<file path="src/rtl/dpsk_pkg.sv">
// Shared constants for the differential PSK mapper: mode codes, phase increments, cosine table.
// Latency: n/a (types, constants and a pure helper function only).
// Backpressure: n/a.
package dpsk_pkg;

  // Carrier phase is kept in 22.5 degree steps, 16 positions per turn
  localparam int PHASE_W = 4;

  typedef logic [PHASE_W-1:0] phase_t;

  typedef enum logic [1:0] {
    MODE_DBPSK    = 2'd0,
    MODE_DQPSK    = 2'd1,
    MODE_PI4DQPSK = 2'd2,
    MODE_D8PSK    = 2'd3
  } mode_t;

  // Gray-mapped phase increments, indexed directly by the symbol bits
  localparam phase_t INC_DBPSK    [2] = '{4'd0, 4'd8};
  localparam phase_t INC_DQPSK    [4] = '{4'd0, 4'd4, 4'd12, 4'd8};
  localparam phase_t INC_PI4DQPSK [4] = '{4'd2, 4'd14, 4'd6, 4'd10};
  localparam phase_t INC_D8PSK    [8] = '{4'd0, 4'd2, 4'd6, 4'd4, 4'd14, 4'd12, 4'd8, 4'd10};

  // Quarter-wave cosine at 0, 22.5, 45, 67.5, 90 degrees, full-scale 16-bit
  localparam logic [15:0] QW_TABLE [5] = '{16'd32767, 16'd30273, 16'd23170, 16'd12539, 16'd0};

  // Phase step for one symbol; bits above the mode's symbol width are ignored
  function automatic phase_t phase_inc(input mode_t m, input logic [2:0] d);
    phase_t inc;
    case (m)
      MODE_DBPSK:    inc = INC_DBPSK[d[0]];
      MODE_DQPSK:    inc = INC_DQPSK[d[1:0]];
      MODE_PI4DQPSK: inc = INC_PI4DQPSK[d[1:0]];
      default:       inc = INC_D8PSK[d];
    endcase
    return inc;
  endfunction

  // Stage-1 register: freshly accumulated phase plus its valid flag
  typedef struct packed {
    logic   vld;
    phase_t phase;
  } stage_t;

endpackage

</file>
<file path="src/rtl/psk_sincos_lut.sv">
// Maps a 16-position carrier phase to signed cos/sin samples via quarter-wave symmetry.
// Latency: combinational, zero cycles.
// Backpressure: none; purely combinational.
module psk_sincos_lut
  import dpsk_pkg::*;
#(
  parameter int OUT_W = 8
) (
  input  logic [PHASE_W-1:0]      phase,
  output logic signed [OUT_W-1:0] cos_val,
  output logic signed [OUT_W-1:0] sin_val
);

  // Table entry scaled down to the output width before any sign is applied,
  // so positive and negative peaks have the same magnitude
  function automatic logic signed [OUT_W-1:0] qscale(input logic [2:0] k);
    logic signed [15:0] s;
    s = $signed(QW_TABLE[k]) >>> (16 - OUT_W);
    return s[OUT_W-1:0];
  endfunction

  // Fold the phase into the first quadrant and pick the sign of the result
  function automatic logic signed [OUT_W-1:0] cos_of(input phase_t p);
    logic [3:0] idx;
    logic       neg;
    logic signed [OUT_W-1:0] mag;
    if (p <= 4'd4) begin
      idx = p;
      neg = 1'b0;
    end else if (p <= 4'd8) begin
      idx = 4'd8 - p;
      neg = 1'b1;
    end else if (p <= 4'd12) begin
      idx = p - 4'd8;
      neg = 1'b1;
    end else begin
      idx = 4'd0 - p;   // 16 - p, modulo 16
      neg = 1'b0;
    end
    mag = qscale(idx[2:0]);
    return neg ? -mag : mag;
  endfunction

  // sin is cos delayed by a quarter turn (four phase steps)
  always_comb begin
    cos_val = cos_of(phase);
    sin_val = cos_of(phase - 4'd4);
  end

endmodule

</file>
<file path="src/rtl/dpsk_symbol_mapper.sv">
// Differential PSK mapper: accumulates carrier phase per symbol and emits signed I/Q.
// Latency: 2 clk from accepted symbol to out_valid; 1 symbol/clk sustained.
// Backpressure: out_valid && !out_ready freezes the whole pipeline and drops in_ready.
module dpsk_symbol_mapper
  import dpsk_pkg::*;
#(
  parameter int OUT_W = 8,
  parameter int PH_W  = 4
) (
  input  logic                    clk,
  input  logic                    rst,
  input  logic                    clr,
  input  logic [1:0]              mode,
  input  logic [2:0]              din,
  input  logic                    in_valid,
  output logic                    in_ready,
  output logic signed [OUT_W-1:0] out_i,
  output logic signed [OUT_W-1:0] out_q,
  output logic [PH_W-1:0]         out_phase,
  output logic                    out_valid,
  input  logic                    out_ready
);

  if (PH_W != PHASE_W) begin : g_bad_ph_w
    $error("dpsk_symbol_mapper: PH_W must equal the package phase width");
  end
  if (OUT_W < 4 || OUT_W > 16) begin : g_bad_out_w
    $error("dpsk_symbol_mapper: OUT_W must lie in 4..16");
  end

  logic   en;
  logic   accept;
  phase_t acc;
  phase_t acc_next;
  stage_t s1;

  logic signed [OUT_W-1:0] lut_cos;
  logic signed [OUT_W-1:0] lut_sin;

  // Pipeline advances whenever the output slot is empty or being drained
  always_comb begin
    en       = !out_valid || out_ready;
    in_ready = en;
    accept   = in_valid && en;
    acc_next = acc + phase_inc(mode_t'(mode), din);
  end

  // Phase accumulator: moves only on an accepted symbol, wraps modulo 16
  always_ff @(posedge clk or posedge rst) begin
    if (rst)         acc <= '0;
    else if (clr)    acc <= '0;
    else if (accept) acc <= acc_next;
  end

  // Stage 1: capture the new phase; a bubble is inserted when nothing is accepted
  always_ff @(posedge clk or posedge rst) begin
    if (rst) begin
      s1 <= '0;
    end else if (clr) begin
      s1.vld <= 1'b0;
    end else if (en) begin
      s1.vld <= accept;
      if (accept) s1.phase <= acc_next;
    end
  end

  psk_sincos_lut #(
    .OUT_W (OUT_W)
  ) u_lut (
    .phase   (s1.phase),
    .cos_val (lut_cos),
    .sin_val (lut_sin)
  );

  // Stage 2: output register; data only reloads on a real symbol so idle output stays put
  always_ff @(posedge clk or posedge rst) begin
    if (rst) begin
      out_i     <= '0;
      out_q     <= '0;
      out_phase <= '0;
      out_valid <= 1'b0;
    end else if (clr) begin
      out_valid <= 1'b0;
    end else if (en) begin
      out_valid <= s1.vld;
      if (s1.vld) begin
        out_i     <= lut_cos;
        out_q     <= lut_sin;
        out_phase <= s1.phase;
      end
    end
  end

endmodule

</file>
<file path="config.mk">
export PLATFORM = sky130hd
export DESIGN_NAME = dpsk_symbol_mapper
export DESIGN_NICKNAME = d
export VERILOG_FILES = /design/src/rtl/dpsk_pkg.sv /design/src/rtl/psk_sincos_lut.sv /design/src/rtl/dpsk_symbol_mapper.sv
export SDC_FILE = /design/constraint.sdc
export NUM_CORES = 1
export LEC_CHECK = 0
export CAP_MARGIN = 20
export CORE_MARGIN = 2
export CORE_UTILIZATION = 25
export DETAILED_ROUTE_END_ITERATION = 8
export GPL_TIMING_DRIVEN = 0
export PLACE_DENSITY = 0.47
export SLEW_MARGIN = 20
export SYNTH_ARGS = -nofsm -noshare
export SYNTH_HDL_FRONTEND = slang
export SYNTH_HIERARCHICAL = 1
export SYNTH_SLANG_ARGS = --single-unit
</file>
<file path="constraint.sdc">
create_clock -name clk -period 3 [get_ports clk]
set_input_delay 0.6 -clock clk [delete_from_list [all_inputs] [get_ports clk]]
set_output_delay 0.6 -clock clk [all_outputs]
set_load 0.02 [all_outputs]
</file>
== After elaboration in Yosys (flattened, before gate mapping) ==
Memories as Yosys holds them, arrays and structs flattened.
Index checks and enable logic that the tools add are counted.
Word-level totals
  flip-flop bits (word level): 30
  bits in read-only memories: 288
  input port bits: 10
  output and inout bits: 22
  word-level logic and storage cells: 84
  memories: 3
Cells by class
  $add $sub $neg: 10
  $lt $le $gt $ge: 11
  eq/ne operators: 2
  multiplexer cells: 37
  bitwise logic cells: 6
  reduce and logical (&&, ||, !) cells: 8
Memories
  (name not given): words 8, bits a word 16, read ports 1, clocked after Yosys merged registers in 0, wr ports 0, line psk_sincos_lut.sv:18  | s = $signed(QW_TABLE[k]) >>> (16 - OUT_W);
  (name not given): words 8, bits a word 16, read ports 1, clocked after Yosys merged registers in 0, wr ports 0, line psk_sincos_lut.sv:18
  (name not given): words 8, bits a word 4, read ports 1, clocked after Yosys merged registers in 0, wr ports 0, line dpsk_pkg.sv:34  | default: inc = INC_D8PSK[d];
Operators by type and width (count)
  $mux 16: 4
  $mux 4: 12
  $mux 3: 6
  $bmux 4 s2: 2
  $le 4x4->1 const B: 4
  $mux 8: 2
  $neg 8->8: 2
  $ge 4x4->1 const B: 3
  $not 3->4: 3
  $pmux 4 s3: 1
  $sub 1x3->3 const A: 4
  $mux 1: 9
  $le 4x3->1 const B: 2
  $reduce_and 3->1: 2
  $sub 3x1->3 const B: 2
  $mux 5: 1
  $add 4x4->4: 1
  $reduce_bool 2->1: 2
  $sub 4x3->4 const B: 1
  $ge 3x3->1 const B: 1
  $not 2->3: 1
  $eq 2x1->1 const B: 1
  $eq 2x2->1 const B: 1
  $ge 2x2->1 const B: 1
  6 further kinds: 6

== Longest topological paths before layout ==
Gate-level depths: netlist of the first run.
  depth after elaboration: 11
  gate-level depth with buffers: 12
  mapped depth without buffers: 11

== Cells and area by module ==
The synthesis of the first run kept the hierarchy.
Modules (own cells, without submodules)
  dpsk_symbol_mapper: times used 1, cells an instance 91, area each 1194.9 um^2, sequential area each 675.6 um^2
  psk_sincos_lut: times used 1, cells an instance 89, area each 626.9 um^2, sequential area each 0.0 um^2

== Worst setup path before layout of the first run ==
No wires, ideal clock.
  path type: register to register
  start: reg, netlist name s1[2]
  end: reg out_q[4]
  setup time: 0.125 ns
  arrival time: 2.378 ns
  required time: 2.875 ns
  setup slack: 0.497 ns
  stages on the path, launching flop included: 12
  buffers on the path: 0
  clock period less this slack: 2.503 ns
  cell sequence: dfrtp_1 -> inv_1 -> ha_1 -> mux2i_1 -> nor2_1 -> xnor2_1 -> nand2b_1 -> ha_1 -> nor2_1 -> nand2_1 -> o21ai_0 -> mux2_2
On the way
  longest elaborated chain between the ends: 11
  elaborated cells between the ends (all ways): 19
  those cells by class: add/sub (5); order compare (3); mux (9); bitwise (1); memory (1)
RTL lines
  $sub 4x3->4 *: line psk_sincos_lut.sv:47  | sin_val = cos_of(phase - 4'd4);
  $le 4x4->1, or another cell as far along: line psk_sincos_lut.sv:33  | end else if (p <= 4'd12) begin
  $mux 3: line psk_sincos_lut.sv:33
  $mux 3: line psk_sincos_lut.sv:30  | end else if (p <= 4'd8) begin
  $mux 3: line psk_sincos_lut.sv:27  | if (p <= 4'd4) begin
  $not 3->4 (implied by the code): line psk_sincos_lut.sv:18
  $mem_v2 8x16
  $mux 16 (implied by the code) (2 in a row): line psk_sincos_lut.sv:18
  $neg 8->8: line psk_sincos_lut.sv:41  | return neg ? -mag : mag;
  $mux 8 *: line psk_sincos_lut.sv:41
  via lut_sin[4]: line dpsk_symbol_mapper.sv:38  | logic signed [OUT_W-1:0] lut_sin;
  end signal: assignment: line dpsk_symbol_mapper.sv:88  | out_q <= lut_sin;
  end: declaration: line dpsk_symbol_mapper.sv:18  | output logic signed [OUT_W-1:0] out_q,
Mark *: on every way through the listed nets, which the timed path passes. The rest lies on a longest branch. The select of a mux whose other input is x is not followed.
A chain may end at the register's enable or synchronous reset.

== Final worst setup path of the first run ==
  start: in din[1]
  end: reg acc[3]
On the way
  longest elaborated chain between the ends: 8
  elaborated cells between the ends (all ways): 15
  those cells by class: add/sub (1); mux (11); bitwise (2); memory (1)
RTL lines
  start: declaration: line dpsk_symbol_mapper.sv:14  | input logic [2:0] din,
  $not 3->4 (implied by the code) or $not 2->3 (tied branches): line dpsk_pkg.sv:34, dpsk_pkg.sv:32, dpsk_pkg.sv:33
  $mem_v2 8x4, or another cell as far along
  $mux 4, on equally long branches (2 in a row): line dpsk_pkg.sv:34, dpsk_pkg.sv:32, dpsk_pkg.sv:33
  $pmux 4 s3 *: line dpsk_pkg.sv:30  | case (m)
  $add 4x4->4 *: line dpsk_symbol_mapper.sv:45  | acc_next = acc + phase_inc(mode_t'(mode), din);
  $mux 4 *: line dpsk_symbol_mapper.sv:52  | else if (accept) acc <= acc_next;
  $mux 4 *: line dpsk_symbol_mapper.sv:51  | else if (clr) acc <= '0;
  end signal: assignment: line dpsk_symbol_mapper.sv:52
  end: declaration: line dpsk_symbol_mapper.sv:33  | phase_t acc;
Mark *: on every way between the ends. The rest lies on a longest branch, timed or not. The select of a mux whose other input is x is not followed.

==> results of run 1 <==
routing by layer:
metal  track usage  up-vias  part of all wire
met1         0.133      622              0.52
met2         0.153       33              0.43
met3        0.0231        2             0.046
li1              -      700                 -
met5             0        -                 0
met4        0.0163        0            0.0040
path summary, 6_finish.rpt:
check / end / cells past startpoint / from
hold reg to reg: out_i[2] / 1 / out_i[2]
max in group asynchronous: s1[2] / 2 / rst
min in group asynchronous: out_q[4] / 2 / rst
hold / removal: out_i[2] / 1 / out_i[2]
setup reg to reg: out_i[6] / 10 / s1[3]
setup / recovery: acc[3] / 9 / din[1]
kinds of logic (layout without fill, tap and decap cells):
family | after synthesis | count (layout) | synth area share
XOR/XNOR | 11 | 11 | 0.0570
flip-flops | 27 | 27 | 0.371
buffers and inverters | 18 | 51 | 0.0426
AO/OA/AOI/OAI | 29 | 29 | 0.101
adder cells (fa/ha/maj) | 13 | 13 | 0.0934
multiplexers | 29 | 29 | 0.174
AND/OR/NAND/NOR | 52 | 52 | 0.159
other | 1 | 3 | 0.00206
stage by stage:
step | worst slack (ps) | utilization | hold WS (ps)
final | 255 | 0.322 | 510
after global routing | 17.6 | 0.322 | 525
after CTS | 25.9 | 0.321 | 519
after detailed placement | -56.3 | 0.314 | 495
after global placement | -65.3 | 0.314 | 489
after floorplan | 497 | - | 467
flip-flops by register name, summed over array words and instances, names as in the netlist:
name and count:
acc 3, out_phase 3, out_valid 1, s1 4, out_i 8, out_q 8
power by group through the flow:
stage                     registers (mW)  logic [mW]  clock network (mW)
after CTS                          0.588        1.19               0.229
after global placement             0.596        1.18                   0
after detailed placement           0.596        1.18                   0
after floorplan                    0.722       0.672                   0
final                              0.587        1.19               0.208
after global routing               0.611        1.33               0.235
synth_stat cells (3+ instances only):
library cell                n  area (um^2)
sky130_fd_sc_hd__mux2i_1    7         70.1
sky130_fd_sc_hd__nand2b_1   5         31.3
sky130_fd_sc_hd__nand3_1    6         30.0
sky130_fd_sc_hd__ha_1      12          150
sky130_fd_sc_hd__o21ai_0    6         30.0
sky130_fd_sc_hd__xor2_1     4         35.0
sky130_fd_sc_hd__mux2_2    21          236
sky130_fd_sc_hd__dfrtp_1   27          676
sky130_fd_sc_hd__o211ai_1   3         22.5
sky130_fd_sc_hd__a31oi_1    3         18.8
sky130_fd_sc_hd__nor2_1    16         60.1
sky130_fd_sc_hd__inv_1     14         52.6
sky130_fd_sc_hd__o21ai_1    3         15.0
sky130_fd_sc_hd__xnor2_1    6         52.6
sky130_fd_sc_hd__a21oi_1    6         30.0
sky130_fd_sc_hd__nand3b_1   3         22.5
sky130_fd_sc_hd__nand2_1   10         37.5
critical path, cell delays in order:
cell	delay (ps)
sky130_fd_sc_hd__clkdlybuf4s50_1	530
sky130_fd_sc_hd__xnor2_1	160
sky130_fd_sc_hd__xor2_1	150
sky130_fd_sc_hd__a21boi_0	120
sky130_fd_sc_hd__ha_1	220
sky130_fd_sc_hd__fa_1	380
sky130_fd_sc_hd__a211o_1	270
sky130_fd_sc_hd__a2111o_1	430
sky130_fd_sc_hd__o21ai_0	80
placed cells by master, fill, tap and decap left out, types with 4 or more instances in the layout:
master and instances:
sky130_fd_sc_hd__nand2_1 10, sky130_fd_sc_hd__o21ai_0 6, sky130_fd_sc_hd__dfrtp_1 25, sky130_fd_sc_hd__nand2b_1 5, sky130_fd_sc_hd__nand3_1 6, sky130_fd_sc_hd__inv_1 13, sky130_fd_sc_hd__xnor2_1 5, sky130_fd_sc_hd__mux2i_1 7
sky130_fd_sc_hd__mux2_2 21, sky130_fd_sc_hd__nor2_1 16, sky130_fd_sc_hd__a21oi_1 6, sky130_fd_sc_hd__xor2_1 4, sky130_fd_sc_hd__ha_1 12, sky130_fd_sc_hd__clkdlybuf4s50_1 29
final cells by class:
type                       count  area, um^2
sequential                    27         678
inverter                      14        52.6
timing repair buffer          29         290
multi-input combinational    137        1080
clock buffer                   4        45.0
buffer                         4        25.0
tap                           99         124
fill                         755        4840
==> flow_summary.toml, run 1 <==
[die]
io_pins = 32
die-area_um2 = 7990
die_width_um = 89.4
row_count = 31
floorplan.die.height_um = 89.4
floorplan.core_area_um2 = 7140
initial_utilization = 0.255

[placed_design]
half_perimeter_wire_length_after_detailed_placement_mm = 2.61
post_placement_cell_area_um2 = 2240
placed_cells = 310
buffer_ports.inserted = 29
globalplace.congestion = 0.735

[drt]
route.detailed.vias_per_inst = 4.32
totalWireLength_mm = 3.47
drc_errors = 0
drtIter0Drc = 30
antenna_violating_nets_post_route = 0
detailroute.via_count = 1357
avgRoutedWirePerCell_um = 11.0
drt_pre_antenna_iters = 4

[sta]
max_slew.worst_pin.slew_ps = 775
finalMaxSlewViolations = 0
period_minus_slack_ps = 2740
max_freq_mhz = 364
finalClockSkew_ps = 4.80
final-hold-violation-count = 0
setup_tns_ps = 0
layout_worst_path_cycle_share = 0.915
setup_repair_after_global_routing_missed_its_margin = "no"
max_slew_margin = 0.481
setup_violating_endpoint_count_in_the_final_report = 0

[global_route]
antenna_found_initial = 0
global_route_wire_length_before_repair_mm = 6.16
overall_track_demand_over_capacity_in_global_routing = 0.0956
grt_max_degree = 28
gr-total-overflow = 0
first_global_vias = 1353

[synth]
synth_enable_flop_cells = 0
async_set_or_reset_flop_fraction_in_the_synthesized_netlist = 1.00
synthesis.instances = 180
synth.avg_cell_area_um2 = 10.1
synth_flop_cell = "sky130_fd_sc_hd__dfrtp_1"
synth_seq_area_share = 0.371
synth_seq_cells = 27
post_synth_instance_area_um2 = 1820
yosysWarningCount = 6
synth.lib_cells_used.distinct = 42

[clock_tree]
cts_sinks = 27
postCtsSetupRepairBufs = 0
cts.repair.resized = 0
worstSkewPairLatency_ps = 270
clkSlewWorstSetupHoldPaths_ps = 90
cts-root-to-sink-buffers = 2
cts_tree = "built"
root_buffer = "sky130_fd_sc_hd__clkbuf_8"
cts_inserted_buffers = 3
ctsHoldBuffers = 0
cts_htree_levels = 1

[layout]
antenna_cells = 0
syn2layout_area_growth_pct = 26.2
layoutNonFillerInstCount = 314
fin_nets = 239
fin_area_um2 = 2300
drive_gt1_frac = 0.172

[power]
power-per-cell-area_nw_per_um2 = 862
ir_worst_vdd_uv = 337
power_frac_clock = 0.105
p_leak_nw = 1.00
p_sw_uw = 805
sw_frac_of_total = 0.406
comb_power_share = 0.599
share_seq_of_total_power = 0.296
cell_internal_pwr_mw = 1.18
total_power_mw = 1.98

[worst_setup_path]
critPathLaunchType = "primary input"
crit_arrival_ps = 2940
reg2reg_setup_slack_ps = 330
kind_of_critical_path = "in2reg"
cp.required_ps = 3200
critPathCaptureType = "flop"
critical_path.max_fanout = 3

[job]
max_cap_viol_count = 0

[outcome]
status = "finished clean"

[worst_hold_path]
hold_class = "reg2reg"
Note: power is estimated with default switching activity, not from simulation.
==> run 2: changes to the inputs <==
CORE_ASPECT_RATIO = 1.4   (was unset)
==> flow_summary.toml, run 2 (synthesized netlist as in run 1, its figures left out) <==
[layout]
fin_area_um2 = 2320
syn2layout_area_growth_pct = 27.5
most-common-layout-cells = "sky130_fd_sc_hd__clkdlybuf4s50_1, sky130_fd_sc_hd__dfrtp_1, sky130_fd_sc_hd__mux2_2"
layoutNonFillerInstCount = 311
num-fill-cells = 769
antenna_cells = 0
drive_gt1_frac = 0.176
layout.cells.most_common = "sky130_fd_sc_hd__clkdlybuf4s50_1"
fin_nets = 240
biggestRegsByFlops = "out_i (8), out_q (8), s1 (4)"

[sta]
layout_worst_path_cycle_share = 0.918
setup_violating_endpoint_count_in_the_final_report = 0
final-hold-violation-count = 0
setup_repair_after_global_routing_missed_its_margin = "no"
finalClockSkew_ps = 2.94
max_slew.worst_pin.slew_ps = 783
finalMaxSlewViolations = 0
max_freq_mhz = 363
period_minus_slack_ps = 2760
hold_ws_ps = 515
max_slew_margin = 0.475

[power]
ir_worst_vdd_uv = 214
power-per-cell-area_nw_per_um2 = 853
p_leak_nw = 1.02
total_power_mw = 1.98

[die]
die-area_um2 = 8000
io_pins = 32
initial_utilization = 0.259
floorplan.die.height_um = 105
row_count = 36
die_width_um = 76.1
floorplan.core_area_um2 = 7030

[worst_setup_path]
cp_slowest_cell = "sky130_fd_sc_hd__clkdlybuf4s50_1"
critPathCaptureType = "flop"
r2r.worst_path.cells = 10
critical_path.cell_chain = "clkdlybuf4s50_1 > xnor2_1 > xor2_1 > a21boi_0 > ha_1 > fa_1 > a211o_1 > a2111o_1 > nand3_1"
cpPeakStageDelay_ps = 460
reg2reg_setup_slack_ps = 380
critical_path.max_fanout = 3
rr_startpoint = "s1[2]"
critical_path.reg2reg.endpoint = "out_q[2]"
kind_of_critical_path = "in2reg"
critPathLaunchType = "primary input"
cp.required_ps = 3220
crit_arrival_ps = 2970

[global_route]
antenna_found_initial = 0
global_route_wire_length_before_repair_mm = 6.76
first_global_vias = 1438
overall_track_demand_over_capacity_in_global_routing = 0.105
gr-total-overflow = 0
grt_max_degree = 19

[job]
max_cap_viol_count = 0

[placed_design]
buffer_ports.inserted = 29
post_placement_cell_area_um2 = 2270
placed_cells = 307
globalplace.congestion = 0.714
half_perimeter_wire_length_after_detailed_placement_mm = 3.00

[clock_tree]
cts_inserted_buffers = 3
worstSkewPairLatency_ps = 280
cts_tree = "built"
cts-root-to-sink-buffers = 2
clkSlewWorstSetupHoldPaths_ps = 100
cts.repair.resized = 0
cts_htree_levels = 1
ctsHoldBuffers = 0
root_buffer = "sky130_fd_sc_hd__clkbuf_8"
cts_sinks = 27
postCtsSetupRepairBufs = 0

[worst_hold_path]
hold_class = "reg2reg"
hold-path-cell-count = 1
beginning_of_the_worst_hold_path = "out_q[6]"
hold_path_end = "out_q[6]"

[drt]
avgRoutedWirePerCell_um = 12.0
route.detailed.vias_per_inst = 4.47
antenna_violating_nets_post_route = 0
drc_errors = 0
drt_pre_antenna_iters = 4
detailroute.via_count = 1389
totalWireLength_mm = 3.72
drtIter0Drc = 82

[outcome]
status = "finished clean"
-- run 2: changes by cell type in the layout (fill, tap and decap cells not counted) --
cell,previous run,this run
sky130_fd_sc_hd__clkbuf_1,1,0
sky130_fd_sc_hd__buf_16,0,1
sky130_fd_sc_hd__inv_2,1,0
sky130_fd_sc_hd__clkinv_2,0,1
sky130_fd_sc_hd__inv_1,13,14
-- run 2: how the worst max path moves through the flow --
stage                     depth (start not counted)    from  slack (ps)        to
after floorplan                                  11   s1[2]         500  out_q[4]
after global placement                            9  din[0]         -30    acc[3]
after detailed placement                          9  din[0]         -60    acc[3]
after CTS                                        11   s1[2]          40  out_q[4]
after global routing                             11   s1[2]         100  out_q[4]
final                                             9  din[0]         240     s1[3]
-- run 2: final cells by class --
class,instances,area [um^2],area share
Buffer,4,25.0,0.0108
Clock buffer,3,41.3,0.0178
Clock inverter,1,5.00,0.00216
Inverter,14,52.6,0.0226
Multi-Input combinational cell,137,1080,0.467
Sequential cell,27,678,0.292
Tap cell,95,119,0.0512
Timing Repair Buffer,30,318,0.137
-- run 2: per-stage QoR --
step / TNS, ps / util / setup WS, ps
detailed placement: -101 / 0.322 / -61.2
CTS: 0 / 0.329 / 39.4
finish: 0 / 0.330 / 245
global route: 0 / 0.330 / 102
global placement: -65.4 / 0.319 / -34.3
floorplan: 0 / - / 497
-- run 2: critical path: cells and delay by family --
family                     cells  cell delay (ps)
xor gates and xnor gates       2              410
adders and majority gates      2              600
AOI/OAI and AO/OA              3              810
and+or+nand+nor                1               90
buffers and inverters          1              460
-- run 2: report_power, final --
| group | total, mW | leakage (nW) | internal (mW) | switching, mW |
|---|---|---|---|---|
| registers | 0.590 | 0.341 | 0.496 | 0.0938 |
| logic | 1.18 | 0.652 | 0.587 | 0.591 |
| clock network | 0.213 | 0.0255 | 0.0933 | 0.120 |
| total | 1.98 | 1.02 | 1.18 | 0.805 |
-- run 2: routing by layer --
| layer | vias up | global-route usage | routed length (um) |
|---|---|---|---|
| li1 | 698 | - | - |
| met1 | 668 | 0.115 | 1470 |
| met2 | 18 | 0.195 | 2090 |
| met3 | 5 | 0.0155 | 83 |
| met4 | 0 | 0.0506 | 80 |
| met5 | - | 0 | 0 |
==> run 3: changes to the inputs <==
SETUP_SLACK_MARGIN = 0.05   (was unset)
==> results of run 3 <==
No change in the layout: final DEF, timing and power equal those of run 2.
Among the figures that moved: number of gates resized after CTS 0 -> 1
